## src/rtl/hazard_ctrl.sv

```systemverilog
// Pipeline hazard controller: load-use interlock, memory-wait stall and branch flush,
// plus saturating stall/interlock counters and a sticky memory-timeout flag.
module hazard_ctrl #(
  parameter logic [6:0] LOAD_OPCODE = 7'b0000011,
  parameter int         MAX_WAIT    = 16,
  parameter int         CNT_W       = 16
) (
  input  logic             clk,
  input  logic             rst_n,
  input  logic [4:0]       id_rs1,
  input  logic [4:0]       id_rs2,
  input  logic             id_uses_rs1,
  input  logic             id_uses_rs2,
  input  logic [4:0]       ex_rd,
  input  logic [6:0]       ex_opcode,
  input  logic             ex_wr_reg_n,
  input  logic             mem_req,
  input  logic             mem_ack,
  input  logic             br_taken,
  output logic             stall,
  output logic             interlock,
  output logic             flush,
  output logic             mem_timeout,
  output logic [CNT_W-1:0] stall_cycles,
  output logic [CNT_W-1:0] interlock_cycles
);

  localparam int WC_W = $clog2(MAX_WAIT + 1);
  localparam logic [WC_W-1:0] WAIT_LAST = WC_W'(MAX_WAIT - 1);
  localparam logic [WC_W-1:0] WAIT_MAX  = WC_W'(MAX_WAIT);

  typedef enum logic [1:0] {IDLE, MEM_WAIT, IL_HOLD} state_t;

  state_t           r_state;
  logic [WC_W-1:0]  r_wait_cnt;
  logic             r_timeout;
  logic [CNT_W-1:0] r_stall_cnt;
  logic [CNT_W-1:0] r_il_cnt;

  logic w_load_use;
  logic w_stall;
  logic w_interlock;
  logic w_flush;

  // Mealy controls; all forced low while reset is asserted so a reset mid-wait releases at once
  always_comb begin
    w_load_use = (ex_opcode == LOAD_OPCODE) && !ex_wr_reg_n && (ex_rd != 5'd0) &&
                 ((id_uses_rs1 && (id_rs1 == ex_rd)) || (id_uses_rs2 && (id_rs2 == ex_rd)));
    w_stall     = 1'b0;
    w_interlock = 1'b0;
    if (rst_n) begin
      case (r_state)
        IDLE: begin
          w_stall     = mem_req && !mem_ack;
          w_interlock = w_load_use && !w_stall && !br_taken;
        end
        MEM_WAIT: w_stall = !mem_ack;
        IL_HOLD:  w_stall = mem_req && !mem_ack;
        default:  w_stall = 1'b0;
      endcase
    end
    w_flush = rst_n && br_taken && !w_stall;
  end

  always_ff @(posedge clk or negedge rst_n) begin
    if (!rst_n) begin
      r_state     <= IDLE;
      r_wait_cnt  <= '0;
      r_timeout   <= 1'b0;
      r_stall_cnt <= '0;
      r_il_cnt    <= '0;
    end else begin
      case (r_state)
        IDLE: begin
          if (w_stall) begin
            r_state    <= MEM_WAIT;
            r_wait_cnt <= WC_W'(1);
          end else if (w_interlock) begin
            r_state <= IL_HOLD;
          end
        end
        MEM_WAIT: begin
          if (mem_ack) begin
            r_state    <= IDLE;
            r_wait_cnt <= '0;
          end else begin
            if (r_wait_cnt == WAIT_LAST) r_timeout <= 1'b1;
            // hold the count once past the threshold; the flag is already sticky
            if (r_wait_cnt != WAIT_MAX) r_wait_cnt <= r_wait_cnt + 1'b1;
          end
        end
        IL_HOLD: begin
          if (w_stall) begin
            r_state    <= MEM_WAIT;
            r_wait_cnt <= WC_W'(1);
          end else begin
            r_state <= IDLE;
          end
        end
        default: r_state <= IDLE;
      endcase

      if (w_stall && (r_stall_cnt != {CNT_W{1'b1}})) r_stall_cnt <= r_stall_cnt + 1'b1;
      if (w_interlock && (r_il_cnt != {CNT_W{1'b1}})) r_il_cnt <= r_il_cnt + 1'b1;
    end
  end

  assign stall            = w_stall;
  assign interlock        = w_interlock;
  assign flush            = w_flush;
  assign mem_timeout      = r_timeout;
  assign stall_cycles     = r_stall_cnt;
  assign interlock_cycles = r_il_cnt;

endmodule

```

## config.mk

```make
export PLATFORM = sky130hd
export DESIGN_NAME = hazard_ctrl
export DESIGN_NICKNAME = d
export VERILOG_FILES = /design/src/rtl/hazard_ctrl.sv
export SDC_FILE = /design/constraint.sdc
export NUM_CORES = 1
export LEC_CHECK = 0
export ABC_AREA = 0
export BUFFER_PORTS_ARGS = -buffer_cell sky130_fd_sc_hd__buf_2
export CAP_MARGIN = 5
export CORE_MARGIN = 2
export CORE_UTILIZATION = 55
export DETAILED_ROUTE_END_ITERATION = 10
export GPL_TIMING_DRIVEN = 0
export PLACE_DENSITY = 0.83
export SYNTH_ARGS = -nofsm -noshare
export SYNTH_HDL_FRONTEND = slang
export SYNTH_SLANG_ARGS = --single-unit
```

## constraint.sdc

```tcl
create_clock -name clk -period 5.6 [get_ports clk]
set_input_delay 0.84 -clock clk [delete_from_list [all_inputs] [get_ports clk]]
set_output_delay 0.84 -clock clk [all_outputs]
set_load 0.05 [all_outputs]
```

==> key figures, run 1 <==
Timing
  • Final hold vios: 0
  • Setup slack after layout: 1.63 ns
  • Crit share post-route: 71.0%
  • Setup TNS: 0 ns
  • RSZ-0062 raised after global routing: false
  • Fmax: 252 MHz
  • Post-layout minimum cycle time: 3.97 ns
  • Slew @ Worst Pin: 0.944 ns
  • Fin. max-slew vios: 0
  • Worst slew margin: 37.1%
  • Setup Skew: 0.00922 ns
  • # setup viols final: 0

Routing
  • Total wire length: 4620 um
  • Vias after detailed routing: 1848
  • DR WL/cell: 13.6 um
  • Residual DRC: 0
  • 1st-iter DRT viols: 139
  • Post-DRT Antenna Nets: 0
  • Vias/cell: 5.44
  • Drt pass-1 iters: 4

Critical path
  • Worst Setup SP: rst_n
  • Worst reg-to-reg path cell count: 6
  • Reg-to-reg slack, setup: 3.51 ns
  • CP Class: in -> out
  • R2r endpoint: stall_cycles[15]
  • Worst setup EP type: output port
  • Worst Path Required: 4.76 ns
  • Crit Reg-Reg Startpoint: stall_cycles[0]
  • Startpoint Class: input pin
  • CP arrival: 3.13 ns
  • Max FO, Critical Path: 43

Cells and area
  • Final net count: 324
  • Post-layout util: 68.7%
  • Antenna Cells: 0
  • Filler cells: 315
  • Most common cell after layout, fill and taps aside: buf_2
  • Final Non-Filler Cells: 340
  • Most frequent cells in the layout: buf_2, dfrtp_1, xnor2_1
  • Ratio of cells with drive above 1 in the final layout: 31.7%
  • Area growth, synth to finish: 22.8%

Yosys
  • Xor-xnor portion of the synthesized cell area: 14.7%
  • Syn nets: 252
  • Combinational family with the most area after synthesis: simple AND/OR/NAND/NOR gates
  • Post-synthesis simple-gate area fraction: 25.6%
  • Synthesized-area fraction occupied by adder cells: 2.83%
  • Cell variety after synth: 41
  • Synth Cell Area: 2210 um2
  • Post-synthesis instance total: 217
  • Yosys reg bits: 40
  • Post-synthesis compound-gate area fraction: 6.86%
  • YS warnings: 0
  • Sequential share of the synthesized area: 45.4%
  • Mux contribution to synthesized area: 2.49%
  • Avg Synthesized Cell Area: 10.2 um2

Die
  • Die area: 4540 um2
  • I/O pin count: 66
  • Initial Util: 56.0%
  • Core ar.: 3940 um2
  • Row Count: 23
  • Die width: 67.3 um
  • DIE HEIGHT: 67.3 um

GRT
  • Gr ovfl total: 0
  • Largest net degree at the start of global routing: 44
  • Vias in the first global route: 1783
  • Antenna violations before repair: 0
  • Total track usage: 22.5%
  • First-pass GRT wire length: 7710 um

Flow run
  • Total of max-cap violations: 0

Clock tree
  • Cts hold-fix bufs: 0
  • H-tree levels: 2
  • Max Root-Sink Buffers: 2
  • Post-CTS setup buffer count: 0
  • Post-CTS Resized: 0
  • Root Buffer: clkbuf_8
  • Num CTS Buffers: 5
  • Clk sinks: 40
  • Reg clk slew, reported paths: 0.08 ns
  • Worst-Skew Late Latency: 0.30 ns
  • TritonCTS clock tree: built

Worst hold path
  • Hold WC Path Type: reg -> reg
  • Worst min-delay path startpoint: mem_timeout
  • Hold depth: 1
  • Min-Delay Endpoint: mem_timeout

Placement
  • Routability cong.: 0.887
  • Dpl cells: 332
  • Dpl hpwl: 3590 um
  • PortBufs: 65
  • Setup slack at placement: 1.59 ns

Pwr
  • VDD IR-drop max: 163 uV
  • Design Power: 0.748 mW
  • Power Dens Cells: 276 nW/um2
  • Leakage: 1.28 nW

Run status
  • Status: finished, final reports clean
-- power by group --
| group | switching (mW) | total [mW] | leakage [nW] | internal, mW |
|---|---|---|---|---|
| clock network | 0.109 | 0.244 | 0.0548 | 0.134 |
| registers | 0.0239 | 0.334 | 0.540 | 0.310 |
| logic | 0.117 | 0.170 | 0.688 | 0.0532 |
-- state kept, by name, summed over array words and instances, names as in the netlist --
signal / flops
r_wait_cnt: 5
interlock_cycles: 16
r_state: 2
stall_cycles: 16
mem_timeout: 1
-- through the flow --
stage	cell area, um2	hold WS, ns
floorplan	2210	0.461
finish	2710	0.476
CTS	2710	0.477
detailed placement	2590	0.458
global placement	2590	0.437
global route	2710	0.514
-- worst max-delay path, stage by stage --
cell and delay [ns]:
buf_2 0.71, nor4bb_1 0.41, o2111ai_1 0.25, nor2_1 0.25, buf_2 0.24, and2_1 0.15
buf_2 0.26
-- cell families after synthesis --
logic type / after synthesis
multiplexers: 5
buffers and inverters: 12
XOR/XNOR: 37
adder cells (fa/ha/maj): 5
AND/OR/NAND/NOR: 102
AO/OA/AOI/OAI: 16
flip-flops: 40
-- final cells by class --
| type | count | area, um2 | share of cell area (%) |
|---|---|---|---|
| multi-input combinational | 165 | 1160 | 42.8 |
| sequential | 40 | 1000 | 36.9 |
| timing repair buffer | 65 | 325 | 12.0 |
| clock buffer | 5 | 68.8 | 2.54 |
| tap | 50 | 62.6 | 2.31 |
| clock inverter | 3 | 46.3 | 1.71 |
| inverter | 10 | 37.5 | 1.39 |
| buffer | 2 | 10.0 | 0.369 |
-- Yosys cell counts, drive strengths merged --
master | number | share of area [%]
nor4b | 1 | 0.68
and2b | 2 | 0.85
nor2 | 17 | 2.9
mux2 | 4 | 2.0
o211ai | 1 | 0.96
a211oi | 2 | 0.91
and3 | 8 | 2.3
o21ai | 4 | 0.91
dfrtp | 40 | 45
o2111ai | 1 | 0.40
a22oi | 1 | 0.96
nand2 | 23 | 3.9
nor3 | 2 | 0.45
nand3b | 3 | 1.0
and3b | 1 | 0.40
nor4bb | 1 | 0.45
nand3 | 17 | 4.1
a21oi | 2 | 0.45
and4b | 1 | 0.45
or2 | 1 | 0.28
xor2 | 3 | 1.2
and2 | 3 | 0.85
nor4 | 4 | 1.7
ha | 5 | 2.8
mux2i | 1 | 0.45
buf | 2 | 0.45
o22ai | 2 | 0.85
a21o | 1 | 0.34
or4 | 2 | 0.68
nand4 | 15 | 4.3
o311ai | 1 | 0.74
inv | 10 | 1.7
or3b | 1 | 0.40
xnor2 | 34 | 13
o31ai | 1 | 0.34
-- metal layers --
layer	GRT usage (%)	vias up	share of wire, %
li1	-	916	-
met5	0	-	0
met1	27.9	861	43
met2	39.1	64	51
met3	5.33	7	5.6
met4	6.38	0	1.1
-- worst max-delay path by stage --
stage,end,slack [ns]
detailed placement,interlock,1.59
global placement,interlock,1.60
finish,interlock,1.63
global route,interlock,1.39
floorplan,interlock,2.65
CTS,interlock,1.57
Note: power is estimated with default switching activity, not from simulation.
==> inputs of run 2 (changes only) <==
--- a/config.mk
+++ b/config.mk
@@ -9,10 +9,10 @@
 export BUFFER_PORTS_ARGS = -buffer_cell sky130_fd_sc_hd__buf_2
 export CAP_MARGIN = 5
 export CORE_MARGIN = 2
-export CORE_UTILIZATION = 55
+export CORE_UTILIZATION = 51
 export DETAILED_ROUTE_END_ITERATION = 10
 export GPL_TIMING_DRIVEN = 0
-export PLACE_DENSITY = 0.83
+export PLACE_DENSITY = 0.78
 export SYNTH_ARGS = -nofsm -noshare
 export SYNTH_HDL_FRONTEND = slang
 export SYNTH_SLANG_ARGS = --single-unit
==> constraint.sdc (replaced) <==
create_clock -name clk -period 4.1 [get_ports clk]
set_input_delay 0.615 -clock clk [delete_from_list [all_inputs] [get_ports clk]]
set_output_delay 0.615 -clock clk [all_outputs]
set_load 0.05 [all_outputs]
==> run 2 against run 1 <==
  * Non-clock buffer count is the same
  * First-iteration DRC count fell by 19%
  * Sequential share of layout area is 0.10 points higher
  * Design area decreased by 0.28%
  * Sequential cell count unchanged
  * Worst setup slack worse by 1.0 ns
  * Largest cell class unchanged
  * Largest power group unchanged
==> key figures, run 2 (synthesis gave the netlist of run 1 again) <==
Cells and area
  • Area growth, synth to finish: 22.4%
  • Ratio of cells with drive above 1 in the final layout: 31.4% (-0.34 points)
  • Most common cell after layout, fill and taps aside: buf_2
  • Final net count: 324 (unchanged)
  • Antenna Cells: 0 (unchanged)
  • Filler cells: 348 (+10%)
  • Post-layout util: 66.1% (-2.6 points)
  • Most frequent cells in the layout: buf_2, dfrtp_1, xnor2_1

GRT
  • Largest net degree at the start of global routing: 44 (unchanged)
  • Antenna violations before repair: 0 (unchanged)
  • First-pass GRT wire length: 7720 um (+0.18%)
  • Vias in the first global route: 1732 (-2.9%)
  • Total track usage: 19.9% (-2.6 points)
  • Gr ovfl total: 0 (unchanged)

Critical path
  • Critical Path, Cell by Cell: buf_2, nor4bb_1, o2111ai_1, nor2_1, buf_2, and2_1, buf_2
  • Top delay family on crit path: buffers and inverters
  • Max FO, Critical Path: 43 (unchanged)
  • Startpoint Class: input pin
  • Worst Path Required: 3.48 ns (-1.28 ns)
  • Worst Setup SP: rst_n
  • Most common cell on crit path: buf_2
  • Worst path buffer plus inverter count: 3 (unchanged)
  • Slowest cell on the critical path: buf_2
  • Reg-to-reg slack, setup: 2.02 ns (-1.49 ns)
  • Crit path capture: interlock
  • Worst setup EP type: output port
  • R2r endpoint: stall_cycles[15]
  • CP max stage delay: 0.70 ns (about the same)
  • Instance count on the critical path: 7 (unchanged)
  • CP arrival: 2.86 ns (-0.27 ns)
  • Crit Reg-Reg Startpoint: stall_cycles[0]
  • Worst reg-to-reg path cell count: 6 (unchanged)
  • CP Class: in -> out

Timing
  • Worst slew margin: 37.7% (+0.61 points)
  • Setup Skew: 0.00810 ns (-0.00112 ns)
  • Slew @ Worst Pin: 0.935 ns (-0.00918 ns)
  • Crit share post-route: 84.7%
  • # setup viols final: 0 (unchanged)
  • Setup slack after layout: 0.627 ns (-0.999 ns)
  • RSZ-0062 raised after global routing: false
  • Setup TNS: 0 ns (unchanged)
  • Fmax: 288 MHz
  • Final hold vios: 0 (unchanged)
  • Worst Hold Slack: 0.446 ns (-0.0300 ns)
  • Post-layout minimum cycle time: 3.47 ns
  • Fin. max-slew vios: 0 (unchanged)

Routing
  • 1st-iter DRT viols: 112 (-19%)
  • Vias/cell: 5.38 (-1.1%)
  • Residual DRC: 0 (unchanged)
  • Total wire length: 4550 um (-1.3%)
  • Drt pass-1 iters: 4 (unchanged)
  • Post-DRT Antenna Nets: 0 (unchanged)
  • DR WL/cell: 13.4 um (-1.3%)
  • Vias after detailed routing: 1828 (-1.1%)

Die
  • DIE HEIGHT: 69.8 um (+3.6%)
  • Core ar.: 4090 um2 (+3.6%)
  • Die width: 69.8 um (+3.6%)
  • I/O pin count: 66 (unchanged)
  • Initial Util: 54.0% (-2.0 points)
  • Die area: 4870 um2 (+7.4%)
  • Row Count: 23 (unchanged)

Pwr
  • VDD IR-drop max: 159 uV (-2.1%)
  • Sw power: 0.330 mW (+32%)
  • Sequential share of power: 45.4% (+0.7 points)
  • Switching share of power: 32.8% (-0.66 points)
  • Design Power: 1.01 mW (+35%)
  • Clock power frac: 31.6% (-1.0 points)
  • Leakage: 1.28 nW (about the same)
  • Cell internal pwr: 0.677 mW (+36%)
  • Combinational share of power: 23.0% (+0.2 points)
  • Power Dens Cells: 373 nW/um2 (+35%)

Clock tree
  • Post-CTS setup buffer count: 0 (unchanged)
  • Post-CTS Resized: 0 (unchanged)
  • Cts hold-fix bufs: 0 (unchanged)
  • H-tree levels: 2 (unchanged)
  • Root Buffer: clkbuf_8
  • Worst-Skew Late Latency: 0.30 ns (about the same)
  • Num CTS Buffers: 5 (unchanged)
  • Reg clk slew, reported paths: 0.08 ns (about the same)
  • Max Root-Sink Buffers: 2 (unchanged)
  • TritonCTS clock tree: built
  • Clk sinks: 40 (unchanged)

Placement
  • Setup slack at placement: 0.520 ns (-1.07 ns)
  • PortBufs: 65 (unchanged)
  • Dpl hpwl: 3500 um (-2.5%)
  • Routability cong.: 0.866 (-2.3%)

Worst hold path
  • Hold WC Path Type: in -> async

Flow run
  • Total of max-cap violations: 0 (unchanged)

Run status
  • Status: finished, final reports clean
run 2: cell count changes in the layout (fill, tap and decap cells not counted):
cell,change
clkbuf_1,+1
clkinv_2,+1
clkinvlp_4,-1
inv_6,-1
run 2: worst register-to-register path: stages, from the launching register on:
cell and delay, ns:
dfrtp_1 0.42, ha_1 0.22, and3_1 0.19, and3_1 0.24, a211oi_2 0.36, or3b_1 0.41, xnor2_1 0.13
run 2: final cells by class:
class,instances,area (um2),share of cell area (%)
multi-input cells,165,1160,42.9
clock buffers,6,72.6,2.69
well taps,50,62.6,2.31
inverters,10,37.5,1.39
clock inverters,2,35.0,1.30
repair buffers,65,325,12.0
flip-flops and latches,40,1000,37.0
plain buffers,2,10.0,0.370
run 2: worst min path at each step:
stage,slack [ns],endpoint,start
global placement,0.45,mem_timeout,mem_timeout
floorplan,0.32,interlock_cycles[0],rst_n
finish,0.45,stall_cycles[7],rst_n
detailed placement,0.45,mem_timeout,mem_timeout
CTS,0.47,mem_timeout,mem_timeout
global route,0.51,mem_timeout,mem_timeout
run 2: metal layers:
| layer | GRT usage, % | vias to the layer above | wire length, um |
|---|---|---|---|
| li1 | - | 909 | - |
| met1 | 25.2 | 840 | 1950 |
| met2 | 33.0 | 72 | 2210 |
| met3 | 4.51 | 7 | 321 |
| met4 | 7.69 | 0 | 72 |
| met5 | 0 | - | 0 |
run 2: power groups by stage:
stage                     Clock, mW  Combinational, mW  Sequential [mW]
after CTS                     0.326              0.235            0.457
after floorplan                   0             0.0821            0.544
after detailed placement          0              0.235            0.466
after global placement            0              0.228            0.463
after global routing          0.340              0.253            0.465
final                         0.318              0.232            0.457
run 2: metrics by stage:
step / instances / cell area, um2
5_1_grt: 340 / 2700
6_report: 340 / 2700
4_1_cts: 340 / 2700
3_3_place_gp: 332 / 2590
3_5_place_dp: 332 / 2590
2_1_floorplan: 217 / 2210
